`config.mk`:
```
export PLATFORM = sky130hd
export DESIGN_NAME = aliens_ctrl_latch
export DESIGN_NICKNAME = d
export VERILOG_FILES = /design/src/rtl/aliens_ctrl_latch.sv
export SDC_FILE = /design/constraint.sdc
export NUM_CORES = 1
export LEC_CHECK = 0
export ABC_AREA = 1
export CORE_MARGIN = 1
export CORE_UTILIZATION = 56
export DETAILED_ROUTE_END_ITERATION = 10
export GPL_ROUTABILITY_DRIVEN = 0
export GPL_TIMING_DRIVEN = 0
export PLACE_DENSITY = 0.91
export REMOVE_ABC_BUFFERS = 1
export SYNTH_ARGS = -nofsm -noshare
export SYNTH_HDL_FRONTEND = slang
export SYNTH_SLANG_ARGS = --single-unit
export TNS_END_PERCENT = 10
```
`constraint.sdc`:
```
create_clock -name clk -period 2.03 [get_ports clk]
set_input_delay 0.406 -clock clk [delete_from_list [all_inputs] [get_ports clk]]
set_output_delay 0.406 -clock clk [all_outputs]
set_load 0.01 [all_outputs]
```
`src/rtl/aliens_ctrl_latch.sv`:
```
// Control-register stage behind the address-decode PAL: bank/colour selects,
// ROM bank, coin-counter pulses, sound command latch and watchdog-driven INIT.
module aliens_ctrl_latch #(
    parameter int unsigned COIN_PULSE  = 2048,
    parameter int unsigned WDOG_CYCLES = 1048576,
    parameter int unsigned INIT_CYCLES = 64
) (
    input  logic       clk,
    input  logic       reset_n,
    input  logic       ctrl_cs_n,
    input  logic       cpu_rnw,
    input  logic [1:0] cpu_addr,
    input  logic [7:0] cpu_dout,
    output logic [7:0] cpu_din,
    input  logic       snd_ack,
    output logic       bk4,
    output logic       woco,
    output logic       init,
    output logic [4:0] rom_bank,
    output logic [1:0] coin_ctr,
    output logic [7:0] snd_cmd,
    output logic       snd_irq
);

    localparam int unsigned CoinW = $clog2(COIN_PULSE + 1);
    localparam int unsigned WdogW = $clog2(WDOG_CYCLES);
    localparam int unsigned InitW = $clog2(INIT_CYCLES);

    localparam logic [CoinW-1:0] CoinLoad = CoinW'(COIN_PULSE);
    localparam logic [WdogW-1:0] WdogLast = WdogW'(WDOG_CYCLES - 1);
    localparam logic [InitW-1:0] InitLast = InitW'(INIT_CYCLES - 1);

    localparam logic [0:0] StRun  = 1'b0;
    localparam logic [0:0] StInit = 1'b1;

    logic                  cs_q;
    logic [0:0]            state_q, state_d;
    logic [WdogW-1:0]      wdog_q, wdog_d;
    logic [InitW-1:0]      icnt_q, icnt_d;
    logic                  bk4_q, bk4_d;
    logic                  woco_q, woco_d;
    logic [4:0]            bank_q, bank_d;
    logic [1:0]            req_q, req_d;
    logic [7:0]            cmd_q, cmd_d;
    logic                  irq_q, irq_d;
    logic [7:0]            din_q, din_d;
    logic [1:0][CoinW-1:0] coin_q, coin_d;

    logic strobe, wr, rd, in_init, force_rst;
    logic [1:0] rise;

    // One access per falling edge of the select, however long it stays low.
    assign strobe  = ~ctrl_cs_n & cs_q;
    assign wr      = strobe & ~cpu_rnw;
    assign rd      = strobe & cpu_rnw;
    assign in_init = (state_q == StInit);

    // Watchdog / INIT sequencing; a kick takes priority over terminal count.
    always_comb begin
        state_d = state_q;
        wdog_d  = wdog_q;
        icnt_d  = icnt_q;
        unique case (state_q)
            StRun: begin
                if (wr && cpu_addr == 2'd2) begin
                    wdog_d = '0;
                end else if (wdog_q == WdogLast) begin
                    state_d = StInit;
                    wdog_d  = '0;
                    icnt_d  = '0;
                end else begin
                    wdog_d = wdog_q + 1'b1;
                end
            end
            StInit: begin
                wdog_d = '0;
                if (icnt_q == InitLast) begin
                    state_d = StRun;
                    icnt_d  = '0;
                end else begin
                    icnt_d = icnt_q + 1'b1;
                end
            end
        endcase
    end

    // Register writes, sound handshake, coin pulse counters and read data.
    always_comb begin
        bk4_d  = bk4_q;
        woco_d = woco_q;
        bank_d = bank_q;
        req_d  = req_q;
        cmd_d  = cmd_q;
        irq_d  = irq_q;
        din_d  = din_q;
        coin_d = coin_q;
        // Clear on INIT entry too, so state and outputs change on the same edge.
        force_rst = in_init || (state_d == StInit);

        if (force_rst) begin
            bk4_d  = 1'b0;
            woco_d = 1'b0;
            bank_d = '0;
            req_d  = '0;
            cmd_d  = '0;
            irq_d  = 1'b0;
        end else begin
            if (snd_ack) irq_d = 1'b0;
            if (wr) begin
                unique case (cpu_addr)
                    2'd0: begin
                        req_d  = cpu_dout[1:0];
                        woco_d = cpu_dout[5];
                        bk4_d  = cpu_dout[6];
                    end
                    2'd1: begin
                        cmd_d = cpu_dout;
                        irq_d = 1'b1;
                    end
                    2'd2: ;
                    2'd3: bank_d = cpu_dout[4:0];
                endcase
            end
        end

        rise = req_d & ~req_q;
        for (int i = 0; i < 2; i++) begin
            if (force_rst) begin
                coin_d[i] = '0;
            end else if (coin_q[i] != '0) begin
                coin_d[i] = coin_q[i] - 1'b1;
            end else if (rise[i]) begin
                coin_d[i] = CoinLoad;
            end
        end

        if (rd) begin
            if (in_init) begin
                din_d = 8'h00;
            end else begin
                unique case (cpu_addr)
                    2'd0: din_d = {1'b0, bk4_q, woco_q, 3'b000, req_q};
                    2'd1: din_d = cmd_q;
                    2'd2: din_d = 8'h00;
                    2'd3: din_d = {3'b000, bank_q};
                endcase
            end
        end
    end

    // State registers with synchronous active-low reset into INIT.
    always_ff @(posedge clk) begin
        if (!reset_n) begin
            cs_q    <= 1'b1;
            state_q <= StInit;
            wdog_q  <= '0;
            icnt_q  <= '0;
            bk4_q   <= 1'b0;
            woco_q  <= 1'b0;
            bank_q  <= '0;
            req_q   <= '0;
            cmd_q   <= '0;
            irq_q   <= 1'b0;
            din_q   <= '0;
            coin_q  <= '0;
        end else begin
            cs_q    <= ctrl_cs_n;
            state_q <= state_d;
            wdog_q  <= wdog_d;
            icnt_q  <= icnt_d;
            bk4_q   <= bk4_d;
            woco_q  <= woco_d;
            bank_q  <= bank_d;
            req_q   <= req_d;
            cmd_q   <= cmd_d;
            irq_q   <= irq_d;
            din_q   <= din_d;
            coin_q  <= coin_d;
        end
    end

    // Output drive; coin lines are high while their counter is running.
    always_comb begin
        coin_ctr = 2'b00;
        for (int i = 0; i < 2; i++) coin_ctr[i] = (coin_q[i] != '0);
    end

    assign cpu_din  = din_q;
    assign bk4      = bk4_q;
    assign woco     = woco_q;
    assign init     = in_init;
    assign rom_bank = bank_q;
    assign snd_cmd  = cmd_q;
    assign snd_irq  = irq_q;

endmodule

```
# Yosys cells after proc, flatten, opt, wreduce, memory -nomap -nowiden
# Cells that the tools add are included.
totals:
  in_bits: 15
  regBits: 78
  wordCells: 68
op_classes:
  bitwise_logic: 9
  n_addsub: 4
  reduce_logical: 12
  muxes: 23
  eq_ne: 7
op_table:
  columns: ["cell", "n"]
  rows:
  - ["12-bit 2-to-1 mux", 4]
  - ["20-bit 2-to-1 mux", 2]
  - ["20-bit case mux with 2 select lines", 1]
  - ["8-bit case mux with 4 select lines", 1]
  - ["12-bit nonzero test", 2]
  - ["12-bit by 1-bit subtractor with 12-bit output (second input constant)", 2]
  - ["20-bit by 1-bit adder with 20-bit output (second input constant)", 1]
  - ["20-bit equality test (second input constant)", 1]
  - ["6-bit 2-to-1 mux", 3]
  - ["6-bit case mux with 2 select lines", 1]
  - ["8-bit 2-to-1 mux", 1]
  - ["2-bit AND reduction", 4]
  - ["6-bit by 1-bit adder with 6-bit output (second input constant)", 1]
  - ["6-bit equality test (second input constant)", 1]
  - ["1-bit 2-to-1 mux", 6]
  - ["2-bit 2-to-1 mux", 3]
  - ["2-bit equality test (second input constant)", 2]
  - ["2-bit inequality test (second input constant)", 2]
  - ["1-bit inverter", 4]
  - ["2-bit nonzero test", 2]
  - ["1-bit AND", 3]
  - ["2-bit AND", 1]
  - ["2-bit by 1-bit equality test with 1-bit output (second input constant)", 1]
  - ["2-bit logical NOT", 1]
  - ["other kinds (5)", 5]

# Longest topological paths before layout
depth:
  depth_word: 11
  ltp_mapped: 10
  depth_no_buf: 10

# Least setup slack after synthesis
# No wires, ideal clock.
synth_timing:
  path_kind: "reg-to-reg"
  startpoint: "reg wdog_q[0]"
  endpoint: "reg coin_q[21] (netlist bit)"
  t_required_ns: 1.915
  path_stages_with_launch: 11
  synth_period_minus_slack_ns: 1.567
  arrival_ns: 1.452
  setup_slack_ns: 0.463
  setup_ns: 0.115
  path_cell_list: "dfxtp_1 -> ha_1 -> nand2_2 -> nor2_4 -> nand2_2 -> nor2_4 -> nand3_4 -> nand2_4 -> buf_6 -> nor2_1 -> and2_1"
synth_between:
  elab_chain_len: 8
  word_cells_on_any_way: 9
  classes_between: "eq/ne: 1; mux: 4; bitwise: 1; reduce/logical: 3"
synth_lines:
  columns: ["element", "line", "text"]
  rows:
  - ["start: declaration", "38", "logic [WdogW-1:0] wdog_q, wdog_d;"]
  - ["start signal: assignment", "169", "wdog_q <= wdog_d;"]
  - ["20-bit equality test *", "67", "end else if (wdog_q == WdogLast) begin"]
  - ["1-bit 2-to-1 mux *", "67", null]
  - ["1-bit 2-to-1 mux *", "65", "if (wr && cpu_addr == 2'd2) begin"]
  - ["1-bit case mux with 2 select lines *", "63", "unique case (state_q)"]
  - ["1-bit logical OR *", "98", "force_rst = in_init || (state_d == StInit);"]
  - ["2-bit 2-to-1 mux", "100", "if (force_rst) begin"]
  - ["2-bit AND", "126", "rise = req_d & ~req_q;"]
  - ["2-bit nonzero test (no source line)", null, null]
  - ["end signal: assignment", "178", "coin_q <= coin_d;"]
  - ["end: declaration", "47", "logic [1:0][CoinW-1:0] coin_q, coin_d;"]
# Mark *: on every way between the ends. The rest lies on a longest branch, timed or not.
# A chain may end at the register's enable or synchronous reset.

# Worst setup path after layout
layout_timing:
  startpoint: "reg coin_q[16] (netlist bit)"
  endpoint: "out coin_ctr[1]"
layout_between:
  elab_chain_len: 1
layout_lines:
  columns: ["element", "line", "text"]
  rows:
  - ["12-bit nonzero test", "185", "for (int i = 0; i < 2; i++) coin_ctr[i] = (coin_q[i] != '0);"]
  - ["end: declaration", "20", "output logic [1:0] coin_ctr,"]
# Every way passes these cells.

==> results <==
sequential cells by signal, summed over array words and instances (netlist names):
signal    cells
bk4           1
coin_q       24
cpu_din       8
cs_q          1
icnt_q        6
init          1
req_q         2
rom_bank      5
snd_cmd       8
snd_irq       1
wdog_q       20
woco          1
cells by family after synthesis:
group | count (synthesis) | share of synthesized area, %
flip-flops | 78 | 43.0
adder cells (fa/ha/maj) | 6 | 2.07
AND/OR/NAND/NOR | 261 | 33.5
XOR/XNOR | 20 | 4.83
buffers and inverters | 65 | 7.38
AO/OA/AOI/OAI | 62 | 9.17
synthesized netlist by cell type (all sizes together):
library cell and number:
nand2 109, dfxtp 78, nor2 55, inv 53, nand3 43, a21oi 39, nor3 25, xor2 12
o21ai 11, nand4 9, or2 9, buf 8, xnor2 8, nor3b 7, a31oi 6, ha 6
a211oi 4, clkbuf 2, clkinv 2, a31o 1, and2 1, and3 1, nand3b 1, nor4 1
o22ai 1
stage by stage:
step | hold slack, ns | TNS (ns) | power (mW) | setup WS, ns
after floorplan | 0.418 | -2.08 | 1.61 | -0.150
after global placement | 0.429 | -38.31 | 1.65 | -1.35
after detailed placement | 0.436 | -11.10 | 1.66 | -0.485
after CTS | 0.452 | -0.0773 | 2.78 | -0.0287
after global routing | 0.481 | -0.00409 | 2.85 | -0.00409
final | 0.455 | 0 | 2.77 | 0.115
report_power, final:
part           total [mW]  switching, mW  internal, mW
logic              0.0892         0.0506        0.0385
registers            1.54        0.00518          1.53
clock network        1.14          0.549         0.591
total                2.77          0.605          2.16
area by class of cell:
type,instances,area [µm²]
clock buffers,11,141
multi-input cells,350,1880
repair buffers,48,460
flip-flops and latches,78,1560
inverters,55,208
clock inverters,4,47.5
fillers,458,1710
well taps,75,93.8
critical path, delay by kind of cell (launching register included):
| family | cells | cell delay (ns) |
|---|---|---|
| buffers and inverters | 1 | 0.31 |
| AND/OR/NAND/NOR | 4 | 0.53 |
| flip-flops | 1 | 0.33 |
routing by layer:
metal | global-route usage (%) | vias to the layer above | wire length, µm
met5 | 0 | - | 0
li1 | - | 1718 | -
met2 | 45.3 | 101 | 4320
met1 | 30.2 | 1636 | 3600
met4 | 14.3 | 0 | 155
met3 | 4.51 | 16 | 424
path summary, 6_finish.rpt:
kind                                 from                       to  slack (ns)
setup reg to reg     wdog_q[0]$_SDFF_PP0_  coin_q[12]$_SDFFE_PP0P_        0.14
setup / recovery  coin_q[16]$_SDFFE_PP0P_              coin_ctr[1]        0.12
hold / removal       wdog_q[0]$_SDFF_PP0_     wdog_q[0]$_SDFF_PP0_        0.46
hold reg to reg      wdog_q[0]$_SDFF_PP0_     wdog_q[0]$_SDFF_PP0_        0.46
repair_timing:
item                                    CTS  global route
pin swaps                                 0             3
buffers inserted                          0             6
hold endpoints to repair                  0             0
endpoints found under the setup margin   26            20
gates resized for setup                   7             9
gates cloned                              0             1
==> impl_metrics.py <==
metrics = {
    "global_routing": {
        "grt_pass1_vias": 3158,
        "grt_remaining_overflow": 0,
        "grt.total_usage_pct": 26.0,
        "antenna_found_initial": 0,
        "grt_max_degree": 41,
        "grt_pass1_wl_um": 13400,
    },
    "die": {
        "rows": 28,
        "die_y_um": 82.5,
        "die_w_um": 82.5,
        "start_util_pct": 59.5,
        "die_area_mm2": 0.00681,
        "io_pins": 42,
        "fp.coreArea_mm2": 0.00610,
    },
    "final_layout": {
        "final_cell_mix": "nand2_1, dfxtp_1, inv_1",
        "final_cells": 621,
        "stdcell_area_mm2": 0.00439,
        "final_common_cell": "nand2_1",
        "antenna_cells": 0,
        "drive_gt1_share_pct": 9.34,
        "fin_nets": 563,
        "areaGrowthSynthToFinish_pct": 21.0,
        "post-route-util_pct": 72.0,
    },
    "min_path": {
        "hold_path.class": "flip-flop to flip-flop",
        "worstHoldPathCells": 1,
    },
    "synth": {
        "synth_area_leaders": "dfxtp_1, nand2_1, nand3_1",
        "yosys_warnings": 0,
        "synth_seq_cells": 78,
        "avgSynthCellArea_um2": 7.38,
        "synthesis.area_mm2": 0.00363,
        "yosysTopAreaCell": "dfxtp_1",
        "synthCells": 492,
        "yosysSeqAreaShare_pct": 43.0,
        "yosysTopAreaCellShare_pct": 43.0,
        "synth.distinct_cells": 38,
    },
    "clock_tree": {
        "htreeDepth": 3,
        "clock-root-buffer": "clkbuf_8",
        "cts_buffers": 9,
        "cts_sinks": 78,
        "clk_latency_ns": 0.35,
        "clock_path_buffers": 2,
        "cts_tree": "yes",
        "clk_pin_slew_ns": 0.08,
        "cts_hold_buf": 0,
    },
    "setup_path": {
        "endpoint_kind": "primary output",
        "cpPeakStageDelay_ns": 0.33,
        "slowest_stage": "dfxtp_1",
        "crit_chain": "nor2_1, nand2_1, nor2_4, nand4_4, dlygate4sd2_1",
        "cp-start-kind": "flip-flop",
        "cp_max_fo": 5,
        "crit_required_ns": 1.62,
        "arrival_ns": 1.51,
        "critical_path_class": "flip-flop to primary output",
        "ff2ff_path_depth": 10,
    },
    "place": {
        "port_buffers": 41,
        "placed_area_mm2": 0.00409,
        "hpwl_um": 5540,
        "placed_cells": 599,
    },
    "timing": {
        "hold_violations": 0,
        "worstMarginPinSlew_ns": 0.431,
        "setup_violations": 0,
        "slew_viol_final": 0,
        "post-route-period-util_pct": 94.3,
        "relSlewSlack_pct": 71.2,
        "min_period_ns": 1.91,
        "finalClockSkew_ns": 0.00791,
        "fmax_ghz": 0.522,
    },
    "run_status": {
        "status": "finished, final reports clean",
    },
    "detailed_routing": {
        "via_count": 3471,
        "drt_iter0_drc": 153,
        "dr.pass1.iters": 4,
        "via_per_inst": 5.59,
        "drcViolationCount": 0,
        "wire_per_inst_um": 13.7,
        "antenna_left": 0,
        "wl_um": 8500,
    },
    "pwr": {
        "ir_drop_mv": 0.396,
        "power_density_mw_per_mm2": 631,
        "leakagePower_nw": 1.72,
    },
    "run": {
        "maxCapViolCount": 0,
    },
}
(Power assumes the default switching activity.)
